[config.mk]
export PLATFORM = sky130hd
export DESIGN_NAME = apb_fifo_bridge
export DESIGN_NICKNAME = d
export VERILOG_FILES = /design/src/rtl/apb_fifo_pkg.sv /design/src/rtl/sync_fifo.sv /design/src/rtl/apb_fifo_bridge.sv
export SDC_FILE = /design/constraint.sdc
export NUM_CORES = 1
export LEC_CHECK = 0
export BUFFER_PORTS_ARGS = -buffer_cell sky130_fd_sc_hd__clkbuf_2
export CELL_PAD_IN_SITES_DETAIL_PLACEMENT = 0
export CELL_PAD_IN_SITES_GLOBAL_PLACEMENT = 1
export CORE_MARGIN = 2
export CORE_UTILIZATION = 48
export CTS_BUF_LIST = sky130_fd_sc_hd__clkbuf_8
export DETAILED_ROUTE_END_ITERATION = 8
export PLACE_DENSITY = 0.71
export SETUP_SLACK_MARGIN = 0.2
export SYNTH_ARGS = -nofsm -noshare
export SYNTH_HDL_FRONTEND = slang
export SYNTH_HIERARCHICAL = 1
export SYNTH_SLANG_ARGS = --single-unit
[constraint.sdc]
create_clock -name PCLK -period 4 [get_ports PCLK]
set_input_delay 0.8 -clock PCLK [delete_from_list [all_inputs] [get_ports PCLK]]
set_output_delay 0.8 -clock PCLK [all_outputs]
set_load 0.03 [all_outputs]
[src/rtl/apb_fifo_pkg.sv]
`default_nettype none
// ============================================================================
// Module      : apb_fifo_pkg
// Description : Register offsets and bit positions for apb_fifo_bridge.
// Revision    : 1.0 - initial release
// ============================================================================
package apb_fifo_pkg;

    // Byte offsets; only bits [4:2] take part in decode
    localparam logic [4:0] ADDR_DATA   = 5'h00;
    localparam logic [4:0] ADDR_STATUS = 5'h04;
    localparam logic [4:0] ADDR_CTRL   = 5'h08;
    localparam logic [4:0] ADDR_LEVEL  = 5'h0C;
    localparam logic [4:0] ADDR_THRESH = 5'h10;

    localparam int unsigned c_ST_TX_EMPTY = 0;
    localparam int unsigned c_ST_TX_FULL  = 1;
    localparam int unsigned c_ST_RX_EMPTY = 2;
    localparam int unsigned c_ST_RX_FULL  = 3;
    localparam int unsigned c_ST_TX_OVF   = 4;
    localparam int unsigned c_ST_RX_OVF   = 5;
    localparam int unsigned c_ST_RX_UDF   = 6;

    localparam int unsigned c_CTRL_IE_TX    = 0;
    localparam int unsigned c_CTRL_IE_RX    = 1;
    localparam int unsigned c_CTRL_IE_ERR   = 2;
    localparam int unsigned c_CTRL_TX_FLUSH = 3;
    localparam int unsigned c_CTRL_RX_FLUSH = 4;

endpackage
`default_nettype wire

[src/rtl/sync_fifo.sv]
`default_nettype none
// ============================================================================
// Module      : sync_fifo
// Description : Show-ahead synchronous FIFO with flush and overflow pulse.
// Revision    : 1.0 - initial release
// ============================================================================
module sync_fifo #(
    parameter  int DATA_W = 8,
    parameter  int DEPTH  = 16,
    localparam int CNT_W  = $clog2(DEPTH) + 1,
    localparam int PTR_W  = $clog2(DEPTH)
) (
    input  logic              clk,
    input  logic              rst,
    input  logic              i_push,
    input  logic              i_pop,
    input  logic              i_flush,
    input  logic [DATA_W-1:0] i_wdata,
    output logic [DATA_W-1:0] o_head,
    output logic [CNT_W-1:0]  o_count,
    output logic              o_full,
    output logic              o_empty,
    output logic              o_ovf
);

    logic [DATA_W-1:0] r_mem [DEPTH];
    logic [PTR_W-1:0]  r_wr_ptr;
    logic [PTR_W-1:0]  r_rd_ptr;
    logic [CNT_W-1:0]  r_count;

    logic w_full;
    logic w_empty;
    logic w_pop_ok;
    logic w_push_ok;

    assign w_full    = (r_count == CNT_W'(DEPTH));
    assign w_empty   = (r_count == '0);
    // A pop frees a slot, so a push into a full FIFO is accepted alongside it
    assign w_pop_ok  = i_pop & ~w_empty & ~i_flush;
    assign w_push_ok = i_push & (~w_full | w_pop_ok) & ~i_flush;

    always_ff @(posedge clk) begin
        if (rst) begin
            r_wr_ptr <= '0;
            r_rd_ptr <= '0;
            r_count  <= '0;
        end else if (i_flush) begin
            r_wr_ptr <= '0;
            r_rd_ptr <= '0;
            r_count  <= '0;
        end else begin
            if (w_push_ok) r_wr_ptr <= r_wr_ptr + 1'b1;
            if (w_pop_ok)  r_rd_ptr <= r_rd_ptr + 1'b1;
            r_count <= r_count + CNT_W'(w_push_ok) - CNT_W'(w_pop_ok);
        end
    end

    always_ff @(posedge clk) begin
        if (w_push_ok & ~rst) r_mem[r_wr_ptr] <= i_wdata;
    end

    assign o_head  = r_mem[r_rd_ptr];
    assign o_count = r_count;
    assign o_full  = w_full;
    assign o_empty = w_empty;
    assign o_ovf   = i_push & w_full & ~w_pop_ok & ~i_flush;

endmodule
`default_nettype wire

[src/rtl/apb_fifo_bridge.sv]
`default_nettype none
// ============================================================================
// Module      : apb_fifo_bridge
// Description : APB slave with TX/RX FIFOs, status/ctrl/level/threshold regs.
// Revision    : 1.0 - initial release
// ============================================================================
module apb_fifo_bridge
    import apb_fifo_pkg::*;
#(
    parameter int DATA_W = 8,
    parameter int DEPTH  = 16,
    parameter int ADDR_W = 8
) (
    input  logic              PCLK,
    input  logic              PRESET,
    input  logic              PSELx,
    input  logic              PENABLE,
    input  logic              PWRITE,
    input  logic [ADDR_W-1:0] PADDR,
    input  logic [DATA_W-1:0] PWDATA,
    output logic [DATA_W-1:0] PRDATA,
    output logic              PREADY,
    output logic              PSLVERR,
    output logic [DATA_W-1:0] tx_data,
    output logic              tx_empty,
    input  logic              tx_pop,
    input  logic [DATA_W-1:0] rx_data,
    input  logic              rx_push,
    output logic              rx_full,
    output logic              irq
);

    localparam int CNT_W = $clog2(DEPTH) + 1;

    logic              w_acc;
    logic [2:0]        w_sel;
    logic [31:0]       w_wdata32;
    logic [31:0]       w_rd32;
    logic              w_tx_push, w_rx_pop;
    logic              w_stat_wr, w_ctrl_wr, w_thr_wr;
    logic              w_tx_flush, w_rx_flush;
    logic [CNT_W-1:0]  w_tx_count, w_rx_count;
    logic              w_tx_full, w_tx_empty, w_rx_full, w_rx_empty;
    logic              w_tx_ovf, w_rx_ovf, w_rx_udf;
    logic [DATA_W-1:0] w_rx_head;
    logic [2:0]        w_sticky_set, w_sticky_clr;
    logic              w_irq_next;
    logic              w_unused;

    logic [2:0]        r_sticky;   // {rx_udf, rx_ovf, tx_ovf}
    logic [2:0]        r_ie;       // {ie_err, ie_rx, ie_tx}
    logic [CNT_W-1:0]  r_tx_thr, r_rx_thr;
    logic              r_irq;

    assign w_acc     = PSELx & PENABLE;
    assign w_sel     = PADDR[4:2];
    assign w_wdata32 = 32'(PWDATA);

    assign w_tx_push  = w_acc &  PWRITE & (w_sel == ADDR_DATA[4:2]);
    assign w_rx_pop   = w_acc & ~PWRITE & (w_sel == ADDR_DATA[4:2]);
    assign w_stat_wr  = w_acc &  PWRITE & (w_sel == ADDR_STATUS[4:2]);
    assign w_ctrl_wr  = w_acc &  PWRITE & (w_sel == ADDR_CTRL[4:2]);
    assign w_thr_wr   = w_acc &  PWRITE & (w_sel == ADDR_THRESH[4:2]);
    assign w_tx_flush = w_ctrl_wr & w_wdata32[c_CTRL_TX_FLUSH];
    assign w_rx_flush = w_ctrl_wr & w_wdata32[c_CTRL_RX_FLUSH];
    // Underflow is judged on the pre-edge level, so a same-cycle rx_push cannot rescue it
    assign w_rx_udf   = w_rx_pop & w_rx_empty;

    sync_fifo #(.DATA_W(DATA_W), .DEPTH(DEPTH)) u_tx_fifo (
        .clk     (PCLK),
        .rst     (PRESET),
        .i_push  (w_tx_push),
        .i_pop   (tx_pop),
        .i_flush (w_tx_flush),
        .i_wdata (PWDATA),
        .o_head  (tx_data),
        .o_count (w_tx_count),
        .o_full  (w_tx_full),
        .o_empty (w_tx_empty),
        .o_ovf   (w_tx_ovf)
    );

    sync_fifo #(.DATA_W(DATA_W), .DEPTH(DEPTH)) u_rx_fifo (
        .clk     (PCLK),
        .rst     (PRESET),
        .i_push  (rx_push),
        .i_pop   (w_rx_pop),
        .i_flush (w_rx_flush),
        .i_wdata (rx_data),
        .o_head  (w_rx_head),
        .o_count (w_rx_count),
        .o_full  (w_rx_full),
        .o_empty (w_rx_empty),
        .o_ovf   (w_rx_ovf)
    );

    assign w_sticky_set = {w_rx_udf, w_rx_ovf, w_tx_ovf};
    assign w_sticky_clr = w_stat_wr ? w_wdata32[c_ST_RX_UDF:c_ST_TX_OVF] : 3'b000;

    assign w_irq_next = (r_ie[c_CTRL_IE_TX]  & (w_tx_count <= r_tx_thr))
                      | (r_ie[c_CTRL_IE_RX]  & (w_rx_count >= r_rx_thr))
                      | (r_ie[c_CTRL_IE_ERR] & (|r_sticky));

    always_ff @(posedge PCLK) begin
        if (PRESET) begin
            r_sticky <= '0;
            r_ie     <= '0;
            r_tx_thr <= '0;
            r_rx_thr <= CNT_W'(DEPTH);
            r_irq    <= 1'b0;
        end else begin
            r_sticky <= (r_sticky & ~w_sticky_clr) | w_sticky_set;
            r_irq    <= w_irq_next;
            if (w_ctrl_wr) r_ie <= w_wdata32[c_CTRL_IE_ERR:c_CTRL_IE_TX];
            if (w_thr_wr) begin
                r_tx_thr <= w_wdata32[CNT_W-1:0];
                r_rx_thr <= w_wdata32[CNT_W+15:16];
            end
        end
    end

    always_comb begin
        w_rd32 = '0;
        if (w_acc & ~PWRITE) begin
            case (w_sel)
                ADDR_DATA[4:2]: begin
                    if (!w_rx_empty) w_rd32[DATA_W-1:0] = w_rx_head;
                end
                ADDR_STATUS[4:2]: begin
                    w_rd32[c_ST_TX_EMPTY] = w_tx_empty;
                    w_rd32[c_ST_TX_FULL]  = w_tx_full;
                    w_rd32[c_ST_RX_EMPTY] = w_rx_empty;
                    w_rd32[c_ST_RX_FULL]  = w_rx_full;
                    w_rd32[c_ST_RX_UDF:c_ST_TX_OVF] = r_sticky;
                end
                ADDR_CTRL[4:2]:   w_rd32[2:0] = r_ie;
                ADDR_LEVEL[4:2]: begin
                    w_rd32[CNT_W-1:0]     = w_tx_count;
                    w_rd32[CNT_W+15:16]   = w_rx_count;
                end
                ADDR_THRESH[4:2]: begin
                    w_rd32[CNT_W-1:0]     = r_tx_thr;
                    w_rd32[CNT_W+15:16]   = r_rx_thr;
                end
                default: w_rd32 = '0;
            endcase
        end
    end

    assign PRDATA   = w_rd32[DATA_W-1:0];
    assign PREADY   = 1'b1;
    assign PSLVERR  = w_acc & (w_tx_ovf | w_rx_udf);
    assign tx_empty = w_tx_empty;
    assign rx_full  = w_rx_full;
    assign irq      = r_irq;

    assign w_unused = &{1'b0, PADDR[ADDR_W-1:5], PADDR[1:0], w_wdata32, w_rd32};

endmodule
`default_nettype wire
==> impl_metrics.json <==
{
  "crit_path_end_kind": "primary output",
  "hold_viol": 0,
  "tightest_slew_ns": 0.860,
  "hp-class": "reg2reg",
  "tns_ns": 0,
  "rows": 59,
  "pwr_density_cell_mw_per_mm2": 506,
  "holdPathEnd": "r_rx_thr[4]$_SDFFE_PP1P_",
  "routabilityCongestion": 0.848,
  "antenna_cells": 0,
  "synth_seq_cells": 303,
  "regToRegEndpoint": "u_tx_fifo/o_count[4]$_SDFF_PP0_",
  "drc_errors": 0,
  "worstSkewPairLatency_ns": 0.57,
  "pin_count": 52,
  "antenna_found_initial": 0,
  "cp-start-kind": "register",
  "vias": 7114,
  "holdBufCountCts": 0,
  "relSlewSlack_pct": 42.4,
  "path_clk_slew_ns": 0.06,
  "synthDominantCellAreaShare_pct": 60.3,
  "period_minus_slack_ns": 3.69,
  "clockBufferDepth": 3,
  "power.leakage_uw": 0.00504,
  "grt_pass1_vias": 7372,
  "die_y_um": 167,
  "synth_edf_count": 256,
  "layout.nets": 942,
  "min_from": "r_rx_thr[4]$_SDFFE_PP1P_",
  "finalCritPeriodShare_pct": 92.2,
  "reg2reg_depth": 13,
  "synthTopCellsByArea": "edfxtp_1, dfxtp_1, mux4_2",
  "outcome": "completed",
  "ir_worst_vdd_mv": 0.328,
  "hold_path_depth": 2,
  "path_class": "reg2out",
  "cts_root_buf": "clkbuf_8",
  "synthArstFlopShare_pct": 0,
  "ant_nets": 0,
  "reg2reg_from": "u_tx_fifo/o_count[2]$_SDFF_PP0_",
  "synth-seq-area-share_pct": 67.7,
  "die_x_um": 167,
  "drive_gt1_share_pct": 24.8,
  "first_pass_iters": 5,
  "finClkSkew_ns": 0.0271,
  "cts_inserted_buffers": 51,
  "initial_core_util_pct": 48.9,
  "grt_max_degree": 33,
  "drt_iter0_markers": 684,
  "ys_types": 56,
  "ys.warnings.count": 6,
  "layout_commonest_cell": "edfxtp_1",
  "slew_violations": 0,
  "h-tree-depth": 2,
  "holdWs_ns": 0.464,
  "area_growth_pct": 14.2,
  "rsz0062_at_grt": "no",
  "cap_violations": 0,
  "layout_common_cells": "edfxtp_1, nor2_1, buf_4",
  "routed_via_density": 5.67,
  "crit_required_ns": 3.20,
  "synth_area_mm2": 0.0127,
  "numPortBuffers": 45,
  "synth_flop_cell": "edfxtp_1",
  "wl_per_cell_um": 22.4,
  "cts_sinks": 303,
  "finalSetupViolations": 0,
  "grt_first_pass_wirelength_um": 42600,
  "cp.arrival_ns": 2.89,
  "grtUsageTotal_pct": 20.3,
  "cts_tree": "yes",
  "place_hpwl_um": 18800,
  "drt-total-wl_um": 28100,
  "syn-num-nets": 819,
  "dieArea_mm2": 0.0279,
  "grt.overflow.total": 0,
  "synthCells": 759,
  "core_area_mm2": 0.0261,
  "synth_area_leader_cell": "edfxtp_1",
  "critPathMaxFanout": 9,
  "fmax_mhz": 271,
  "synth.avg_cell_area_um2": 16.8,
  "r2r_slack_ns": 0.70
}
## area by class of cell
| cell class | count | area [um2] |
|---|---|---|
| multi-input combinational | 400 | 3800 |
| clock buffer | 53 | 729 |
| inverter | 25 | 93.8 |
| tap | 335 | 419 |
| fill | 2038 | 11500 |
| timing repair buffer | 101 | 671 |
| sequential | 303 | 8630 |
| clock inverter | 38 | 194 |
## cell families after synthesis
logic type	share of synthesized area (%)
buffers and inverters	2.58
flip-flops	67.7
AO/OA/AOI/OAI	4.77
multiplexers	13.2
AND/OR/NAND/NOR	7.65
XOR/XNOR	1.10
other	0.0294
adder cells (fa/ha/maj)	2.97
## what timing repair did
action	CTS	global route
gates cloned	0	0
buffers inserted	0	3
gates resized for setup	2	2
endpoints found under the setup margin	4	4
## worst max-delay path by stage
stage,from,endpoint,slack (ns),depth (start not counted)
2_1_floorplan,PADDR[2],u_tx_fifo/o_count[4]$_SDFF_PP0_,0.37,14
3_3_place_gp,PADDR[4],u_rx_fifo/o_count[4]$_SDFF_PP0_,0.23,15
3_5_place_dp,PADDR[3],u_tx_fifo/o_count[4]$_SDFF_PP0_,0.12,15
4_1_cts,register,PRDATA[4],0.22,9
5_1_grt,register,PRDATA[4],0.22,9
6_report,register,PRDATA[4],0.31,8
## through the flow
stage | setup WS (ns) | util (%) | instances | cell area [um2] | total power [uW]
final | 0.313 | 55.8 | 1255 | 14500 | 7360
after global routing | 0.221 | 55.8 | 1255 | 14500 | 7700
after CTS | 0.220 | 55.7 | 1252 | 14500 | 7430
after detailed placement | 0.123 | 52.1 | 1161 | 13600 | 4950
after global placement | 0.229 | 52.1 | 1161 | 13600 | 4890
after floorplan | 0.370 | - | 759 | 12700 | 4570
## synthesized netlist by cell type (all sizes together), types with 2 or more instances
master	instances
a21oi	21
fa	2
buf	19
nor3b	3
mux4	64
a2bb2oi	2
nor2	79
clkbuf	6
a21o	2
o31ai	2
a31o	3
nor2b	6
dfxtp	47
a211oi	2
a22o	2
and3	2
inv	25
nor3	7
nor4	6
and2	9
and2b	3
xnor2	14
o22a	2
nand3	12
and4bb	2
a221oi	2
a22oi	37
ha	27
mux2i	13
nand2b	9
clkdlybuf4s25	6
xor2	2
or3	2
edfxtp	256
o21ai	8
nor4b	5
nand2	42
or2	3
## critical path: stages, from the launching register on
cell and delay (ns):
dfxtp_4 0.46, mux4_1 0.59, a22oi_1 0.34, nand2_1 0.10, nor4b_1 0.15, a31oi_1 0.18, o21ai_0 0.10, and3_1 0.19
clkbuf_2 0.19
## flip-flops by register name, summed over array words and instances, names as in the netlist, 4 cells and up, named ones only
name,flops
u_tx_fifo/r_mem,128
u_rx_fifo/r_rd_ptr,4
u_rx_fifo/o_count,5
u_rx_fifo/r_wr_ptr,4
r_tx_thr,5
u_tx_fifo/r_wr_ptr,4
u_tx_fifo/r_rd_ptr,4
u_tx_fifo/o_count,5
u_rx_fifo/r_mem,128
## where the power goes
part	switching [uW]	internal, uW	leakage [uW]	total (uW)
Sequential	127	3510	0.00269	3630
Clock	1170	1290	0.000522	2470
Combinational	694	564	0.00184	1260
Total	1990	5360	0.00504	7360
## layer usage
layer | vias to the layer above | wire [um] | GRT usage (%)
met5 | - | 0 | 0
met4 | 0 | 469 | 5.17
met3 | 38 | 1440 | 3.71
met2 | 210 | 13000 | 31.2
met1 | 3635 | 13200 | 30.3
li1 | 3231 | - | -
(Power assumes the default switching activity.)
